File: config.mk
export PLATFORM = sky130hd
export DESIGN_NAME = vec_copy_seq
export DESIGN_NICKNAME = d
export VERILOG_FILES = /design/src/rtl/vec_copy_seq.sv
export SDC_FILE = /design/constraint.sdc
export NUM_CORES = 1
export LEC_CHECK = 0
export ABC_AREA = 1
export CAP_MARGIN = 20
export CELL_PAD_IN_SITES_DETAIL_PLACEMENT = 1
export CELL_PAD_IN_SITES_GLOBAL_PLACEMENT = 1
export CORE_MARGIN = 5
export CORE_UTILIZATION = 35
export DETAILED_ROUTE_END_ITERATION = 7
export PLACE_DENSITY = 0.76
export SLEW_MARGIN = 25
export SYNTH_ARGS = -nofsm -noshare
export SYNTH_HDL_FRONTEND = slang
export SYNTH_SLANG_ARGS = --single-unit
File: constraint.sdc
create_clock -name clk -period 11.8 [get_ports clk]
set_clock_uncertainty 0.2 [all_clocks]
set_input_delay 2.95 -clock clk [delete_from_list [all_inputs] [get_ports clk]]
set_output_delay 2.95 -clock clk [all_outputs]
set_load 0.05 [all_outputs]
File: src/rtl/vec_copy_seq.sv
// vec_copy_seq
//   Sequential vector copy engine. A start request in IDLE captures the
//   source vector and the mirror mode, then the engine writes the
//   destination register CHUNK bits per clock, lowest chunk first. After
//   the last chunk it returns to IDLE and pulses done for one cycle.
//
// Parameters
//   WIDTH  vector width in bits (>= 1)
//   CHUNK  bits written per clock; must divide WIDTH
//
// Ports
//   clk    clock, rising edge
//   rst    asynchronous, active-high reset
//   start  copy request, sampled only in IDLE
//   rev    0 = straight copy, 1 = bit-reversed copy (sampled with start)
//   in     source vector (sampled with start)
//   busy   high while a copy is in progress
//   done   one-cycle pulse after the final chunk has been written
//   out    destination register
module vec_copy_seq #(
    parameter int WIDTH = 128,
    parameter int CHUNK = 8
) (
    input  logic             clk,
    input  logic             rst,
    input  logic             start,
    input  logic             rev,
    input  logic [WIDTH-1:0] in,
    output logic             busy,
    output logic             done,
    output logic [WIDTH-1:0] out
);

    localparam int NCHUNK = WIDTH / CHUNK;
    // One extra count of headroom so NCHUNK itself is representable.
    localparam int CW = $clog2(NCHUNK + 1);

    localparam logic [CW-1:0]    LAST_IDX   = CW'(NCHUNK - 1);
    localparam logic [WIDTH-1:0] CHUNK_MASK = WIDTH'({CHUNK{1'b1}});

    generate
        if ((WIDTH < 1) || (CHUNK < 1) || ((WIDTH % CHUNK) != 0)) begin : g_bad_params
            $error("vec_copy_seq: CHUNK must be >= 1 and divide WIDTH (>= 1)");
        end
    endgenerate

    typedef enum logic {
        IDLE = 1'b0,
        COPY = 1'b1
    } state_t;

    state_t           state;
    state_t           state_nx;
    logic [WIDTH-1:0] shadow;
    logic             rev_q;
    logic [CW-1:0]    idx;
    logic             last;

    // Bit offset of chunk k, computed at full integer width so large
    // WIDTH/CHUNK ratios never truncate.
    function automatic int chunk_off(input logic [CW-1:0] k);
        return int'(k) * CHUNK;
    endfunction

    // Chunk k of the source as it should land in out. In mirror mode the
    // whole vector is reversed first, so chunk bit b comes from
    // src[WIDTH-1-(k*CHUNK+b)].
    function automatic logic [CHUNK-1:0] pick_chunk(
        input logic [WIDTH-1:0] src,
        input logic             mirror,
        input logic [CW-1:0]    k
    );
        logic [WIDTH-1:0] oriented;
        if (mirror) begin
            oriented = {<<{src}};
        end else begin
            oriented = src;
        end
        return CHUNK'(oriented >> chunk_off(k));
    endfunction

    // Replace chunk k of old with data, leaving every other bit untouched.
    function automatic logic [WIDTH-1:0] merge_chunk(
        input logic [WIDTH-1:0] old,
        input logic [CHUNK-1:0] data,
        input logic [CW-1:0]    k
    );
        logic [WIDTH-1:0] mask;
        mask = CHUNK_MASK << chunk_off(k);
        return (old & ~mask) | (WIDTH'(data) << chunk_off(k));
    endfunction

    assign last = (idx == LAST_IDX);
    // busy decodes the state flop directly, so it is still a registered output.
    assign busy = (state == COPY);

    always_ff @(posedge clk or posedge rst) begin
        if (rst) begin
            state <= IDLE;
        end else begin
            state <= state_nx;
        end
    end

    always_comb begin
        state_nx = state;
        case (state)
            IDLE: if (start) state_nx = COPY;
            COPY: if (last)  state_nx = IDLE;
        endcase
    end

    always_ff @(posedge clk or posedge rst) begin
        if (rst) begin
            done   <= 1'b0;
            shadow <= '0;
            rev_q  <= 1'b0;
            idx    <= '0;
            out    <= '0;
        end else begin
            done <= 1'b0;
            case (state)
                IDLE: begin
                    // out is deliberately left alone on start.
                    if (start) begin
                        shadow <= in;
                        rev_q  <= rev;
                        idx    <= '0;
                    end
                end
                COPY: begin
                    out <= merge_chunk(out, pick_chunk(shadow, rev_q, idx), idx);
                    if (last) begin
                        done <= 1'b1;
                    end else begin
                        idx <= idx + CW'(1);
                    end
                end
            endcase
        end
    end

endmodule

======== After elaboration in Yosys (flattened, before gate mapping) ========
Cells that the tools add are included.
storage, ports and cells
  output and inout port bits .............. 130
  logic and storage cells ................. 29
  bits in registers ....................... 264
  input port bits ......................... 132
cells by class
  reductions and logical operators ........ 2
  bitwise operators ....................... 4
  shifts and indexed selects .............. 3
  muxes and demuxes ....................... 10
  add/subtract/negate cells ............... 1
  eq/ne operators ......................... 3
operator list
  operator               number
  $mux 128               2
  $and 128x128->128      1
  $not 128->128          1
  $or 128x128->128       1
  $shl 8x8->128          1
  $shl 8x8->128 const A  1
  $shr 128x8->8          1
  $mux 5                 2
  $pmux 5 s2             1
  $add 5x1->5 const B    1
  $eq 5x4->1 const B     1
  $mux 1                 4
  $ne 2x2->1 const B     2
  $reduce_and 2->1       2
  $pmux 1 s2             1
  $not 1->1              1

======== Longest topological paths before layout ========
Gate-level depths: netlist (run 1).
  depth after elaboration ................. 5
  gate-level depth with buffers ........... 13
  depth with buffers taken out ............ 10

======== Least setup slack after synthesis (run 1) ========
No wires, ideal clock.
  path kind ............................... input to register
  start point ............................. in start
  end point ............................... reg shadow[100]
  buffers on the path ..................... 2
  slack ................................... 7.737 ns
  setup time .............................. 0.083 ns
  required time ........................... 11.517 ns
  stages on the path ...................... 6
  arrival ................................. 3.781 ns
  cells stage by stage .................... nand2_1 -> clkinv_1 -> clkbuf_1 -> clkbuf_1 -> nand2_1 -> o21ai_0
between the ends
  word-level cells in the longest chain between the ends .. 1
ends and longest elaborated chain
  what                               RTL line  source
  from (decl)                        26        input logic start,
  $reduce_and 2->1 (no source line)  -
  to (signal assigned)               126       shadow <= in;
  to (decl)                          54        logic [WIDTH-1:0] shadow;
Every way passes these cells.
A chain may end at the register's enable or synchronous reset.

======== Worst setup path after layout (run 1) ========
  start point ............................. reg state, in the netlist busy
  end point ............................... out busy
RTL lines
  what                    RTL line  source
  from (decl)             52        state_t state;
  from (signal assigned)  101       state <= state_nx;
  to (decl)               29        output logic busy,
No word-level cell between the ends.

==> reports/results.ini, run 1 <==
[final_layout]
layout.cells.most_common = sky130_fd_sc_hd__nand2_1
post-route-util_pct = 45.7
final.fill_count = 4680
layout_area_overhead_pct = 29.1
area_taken_by_flip_flops_and_latches_um2 = 6610
layout_common_cells = sky130_fd_sc_hd__nand2_1 (781), sky130_fd_sc_hd__dfrtp_1 (262), sky130_fd_sc_hd__clkdlybuf4s50_1 (261)
post_layout_nonfiller_instances = 2508
final_layout_size_suffix_gt1_share_pct = 4.26
multi_input_comb_area_um2 = 5480
design.final.nets = 2115

[sta]
fin_setup_tns_ps = 0
final-max-slew-violation-count = 0
finalCritPeriodShare_pct = 42.2
final-setup-viol-count = 0
tightestPinTransition_ps = 1020
timing.hold.ws_ps = 284
layout_min_cycle_time_ps = 4980
maxSlewHeadroom_pct = 31.7
rsz0062_at_grt = false
hold_viol = 0
fmaxAchievable_ghz = 0.201

[min_path]
timing.hold.worst_path_depth = 2
holdCritStartpoint = out[116]
hold_path_class = reg -> reg
min_to = out[116]

[global_routing]
vias_in_the_first_global_route = 13100
global_route_total_usage_across_every_layer_pct = 21.9
number_of_antenna_violations_at_the_first_check_in_global_routing = 2
grt_first_pass_wirelength_mm = 74.1
grt_max_degree = 160
globalRouteOverflowTotal = 0

[setup_path]
worst-r2r-cell-count = 11
reg_to_reg_slack_setup_ps = 7890
r2r_start = rev_q
critPathBufInv = 1
r2r_end = out[102]
criticalPathCategory = reg -> out
critical-path-max-stage-delay_ps = 880
timing.critical_path.slowest_stage_cell = sky130_fd_sc_hd__clkdlybuf4s50_1
cp_data_required_time_ps = 8650
worstSetupStartpointType = register
crit_path_max_fanout = 3
top_delay_family_on_crit_path = buffers and inverters
cp_cell_sequence = clkdlybuf4s50_1
type_of_destination_of_the_critical_path = primary output
arrival_ps = 1830

[clock_tree]
clock_sink_count = 264
path_clk_slew_ps = 60
clk-insertion-delay-late_ps = 570
cts-buffers-inserted = 31
cts_setup_buffers = 0
ctsLongestPathBuffers = 3
cts-hold-fix-buffers = 0
post_cts_resize_count = 0
cts_tree = yes
ctsHtreeMaxLevel = 1
cts-root-buf = sky130_fd_sc_hd__clkbuf_16

[pwr]
power_density_nw_per_um2 = 359
report.power.total_mw = 6.18
maximum_vdd_drop_mv = 0.219
leakage_power_total_nw = 8.37

[yosys]
synth_area_per_cell_um2 = 7.44
synth_nets = 1931
synth-warning-count = 0
ys_seq_area_share_pct = 49.6
synth.ff_latch_count = 264
mappedNetlistArea_um2 = 13300
post_synth_num_cell_types = 21
syn-instance-count = 1792

[place]
buffer_ports.inserted = 261
placed_cells_incl_taps = 2453
gp_congestion = 0.788
dp_hpwl_mm = 32.1

[floorplan]
fp.dieH_um = 205
design.core.area_um2 = 37700
die-area_um2 = 42100
top_level_ports = 262
die_w_um = 205
rows = 71
floorplan.initialDensity_pct = 35.4

[drt]
detailedRoute.firstPassIterationCount = 5
finalWirelength_mm = 47.2
detailroute.via_count = 12800
drt-wirelength-per-cell_um = 18.8
detail_route.drc_violations = 0
ant_nets = 0
via_per_inst = 5.09
drtIter0Drc = 751

[status]
result_of_the_run = completed

[flow_run]
max_cap_viol_count = 0

[flip-flops by register name, summed over array words and instances (netlist names)]
name    count
out       128
shadow    128
idx         5
busy        1
done        1
rev_q       1
[final cells by class]
class | count | area share, %
Tap cell | 511 | 3.72
Multi-Input combinational cell | 1242 | 31.9
Timing Repair Buffer | 276 | 16.3
Sequential cell | 264 | 38.5
Antenna cell | 1 | 0.0146
Clock buffer | 47 | 5.33
Inverter | 161 | 3.64
Clock inverter | 6 | 0.655
[Yosys cell counts, drive strengths merged]
cell type | count | area (µm²)
a21oi | 1 | 5.00
buf | 83 | 514
clkbuf | 42 | 158
clkinv | 1 | 3.75
dfrtp | 264 | 6610
ha | 7 | 87.6
inv | 160 | 601
nand2 | 789 | 2980
nand3 | 154 | 771
nand4 | 112 | 701
nor2 | 11 | 53.8
nor3 | 2 | 10.0
o21ai | 164 | 821
o22ai | 2 | 12.5
[worst max path at each step]
stage | cells after the start | from | endpoint
after CTS | 5 | start | shadow[107]
after detailed placement | 5 | start | shadow[127]
after global routing | 1 | busy | busy
after global placement | 5 | start | rev_q
final | 1 | busy | busy
after floorplan | 1 | rst | busy
[through the flow]
| stage | area [µm²] | setup WS [ps] |
|---|---|---|
| 6_report | 17200 | 6820 |
| 2_1_floorplan | 13300 | 1380 |
| 3_5_place_dp | 16100 | 6090 |
| 3_3_place_gp | 16000 | 6210 |
| 5_1_grt | 17200 | 6790 |
| 4_1_cts | 17200 | 6670 |
[metal layers]
metal	up-vias	share of wire (%)	track usage, %
li1	6066	-	-
met1	6344	47	31.8
met2	302	46	35.3
met3	61	4.6	2.77
met4	2	2.2	4.95
met5	-	0.028	0
[where the power goes]
group          switching (mW)  internal, mW
registers               0.284          1.35
clock network           0.384         0.594
logic                    2.58         0.985
total                    3.25          2.93
[logic make-up (layout without fill, tap and decap cells)]
family	count (synthesis)	in the layout	share of synthesized area (%)
buffers and inverters	286	490	9.58
flip-flops	264	264	49.6
other	0	1	0
AO/OA/AOI/OAI	167	167	6.29
adder cells (fa/ha/maj)	7	7	0.657
AND/OR/NAND/NOR	1068	1068	33.9
No activity file was read; power rests on OpenSTA's default activity.
==> inputs of run 2 (changes only) <==
- CORE_UTILIZATION: 35 -> 34
- PLACE_DENSITY: 0.76 -> 0.77
- clock period: 11.8 -> 4.4 ns (I/O delays scaled with it)
==> run 2 against run 1 <==
Combinational power rose to 2.7 times the previous value; setup slack got worse by 5600 ps; global-route usage barely moved; total power increased to 2.7 times the previous value; wire length grew 3.1%; largest power group unchanged; cell count grew 0.40%; worst hold slack got worse by 2.6 ps; largest cell class unchanged.
==> reports/results.ini, run 2 (same netlist as run 1, synthesis figures left out) <==
[drt]
via_per_inst = 5.11
drtIter0Drc = 824
drt-wirelength-per-cell_um = 19.3
finalWirelength_mm = 48.7
detailedRoute.firstPassIterationCount = 5
detailroute.via_count = 12900
ant_nets = 0
detail_route.drc_violations = 0

[sta]
finalCritPeriodShare_pct = 72.8
final-setup-viol-count = 0
hold_viol = 0
tightestPinTransition_ps = 1020
layout_min_cycle_time_ps = 3200
fin_setup_tns_ps = 0
fmaxAchievable_ghz = 0.312
rsz0062_at_grt = false
final-max-slew-violation-count = 0
maxSlewHeadroom_pct = 31.7

[floorplan]
die-area_um2 = 43300
rows = 72
design.core.area_um2 = 38700
fp.dieH_um = 208
die_w_um = 208
floorplan.initialDensity_pct = 34.4
top_level_ports = 262

[clock_tree]
path_clk_slew_ps = 60
cts-root-buf = sky130_fd_sc_hd__clkbuf_16
ctsLongestPathBuffers = 3
post_cts_resize_count = 0
cts-buffers-inserted = 30
ctsHtreeMaxLevel = 1
cts_tree = yes
cts-hold-fix-buffers = 0
clk-insertion-delay-late_ps = 570
clock_sink_count = 264
cts_setup_buffers = 0

[place]
gp_congestion = 0.840
dp_hpwl_mm = 33.8
placedInstanceArea_um2 = 16200
buffer_ports.inserted = 261
placed_cells_incl_taps = 2468

[final_layout]
postLayoutCellArea_um2 = 17200
layout.cells.most_common = sky130_fd_sc_hd__nand2_1
layout_area_overhead_pct = 28.9
design.final.nets = 2121
largest_registers = out: 128 flops, shadow: 128 flops, idx: 5 flops
antenna_diode_instance_count = 0
layout_common_cells = sky130_fd_sc_hd__nand2_1 (781), sky130_fd_sc_hd__dfrtp_1 (262), sky130_fd_sc_hd__clkdlybuf4s50_1 (261)
final_layout_size_suffix_gt1_share_pct = 4.40
post_layout_nonfiller_instances = 2518
post-route-util_pct = 44.3

[global_routing]
globalRouteOverflowTotal = 0
grt_first_pass_wirelength_mm = 77.5
grt_max_degree = 129
global_route_total_usage_across_every_layer_pct = 21.9
vias_in_the_first_global_route = 13800
number_of_antenna_violations_at_the_first_check_in_global_routing = 0

[flow_run]
max_cap_viol_count = 0

[setup_path]
cp_cell_sequence = buf_4, nand3_1, nand2_1, nand2_1, nand2_1, o21ai_1, nand2_2, nand3_1, o21ai_0
worst-path-stages = 9
type_of_destination_of_the_critical_path = register
critical-path-max-stage-delay_ps = 880
crit_path_max_fanout = 62
cp_data_required_time_ps = 4670
arrival_ps = 3470
worst-r2r-cell-count = 9
critPathBufInv = 1
top_delay_family_on_crit_path = simple AND/OR/NAND/NOR gates
crit_path_start = idx[0]
reg_to_reg_slack_setup_ps = 1200
r2r_end = out[120]
worstSetupStartpointType = register
setup.worst_path.end = out[120]
timing.critical_path.slowest_stage_cell = sky130_fd_sc_hd__dfrtp_4
r2r_start = idx[0]
critPathMostFrequentCell = sky130_fd_sc_hd__nand2_1
criticalPathCategory = reg -> reg

[min_path]
timing.hold.worst_path_depth = 2
hold_path_class = reg -> reg

[pwr]
leakage_power_total_nw = 8.37
maximum_vdd_drop_mv = 0.485
power_density_nw_per_um2 = 956

[status]
result_of_the_run = completed

## run 2: cell types whose count changed in the layout (fill, tap and decap cells not counted), sizes merged
cell / previous run / this run
diode: 1 / 0
clkbuf: 47 / 43
clkinv: 3 / 4
inv: 161 / 160
bufinv: 3 / 2
buf: 15 / 22
clkinvlp: 0 / 2
## run 2: worst min-delay path, delay by kind of cell, from the launching register on
kind             cells  cell delay, ps
and+or+nand+nor      2             100
DFF                  1             340
## run 2: how the worst min path moves through the flow
stage / end / slack (ps) / start
global placement: out[14] / 260 / out[14]
detailed placement: out[31] / 270 / out[31]
CTS: out[73] / 290 / out[73]
finish: out[5] / 280 / out[5]
global route: out[14] / 300 / out[14]
floorplan: shadow[0] / 320 / shadow[0]
## run 2: final cells by class
class	instances	area, µm²
Timing Repair Buffer	283	2860
Clock inverter	7	103
Inverter	161	617
Multi-Input combinational cell	1242	5480
Fill cell	4729	21600
Clock buffer	43	860
Sequential cell	264	6610
Tap cell	518	648
## run 2: routing by layer
metal	GRT usage [%]	wire length, µm	vias to the layer above
met2	36.7	23200	317
li1	-	-	6066
met3	3.06	2400	57
met1	30.1	22000	6435
met5	0	0	-
met4	5.37	1040	0
## run 2: power breakdown
part	leakage, nW	internal (mW)	switching, mW
Clock	0.469	1.46	1.01
Combinational	4.73	2.61	7.00
Sequential	3.17	3.63	0.710
## run 2: metrics by stage
step	power, mW	hold slack (ps)	worst slack, ps
6_report	16.4	281	1200
3_5_place_dp	14.0	269	1220
4_1_cts	16.6	286	1180
3_3_place_gp	13.7	263	1310
2_1_floorplan	10.8	316	-384
5_1_grt	17.5	304	983
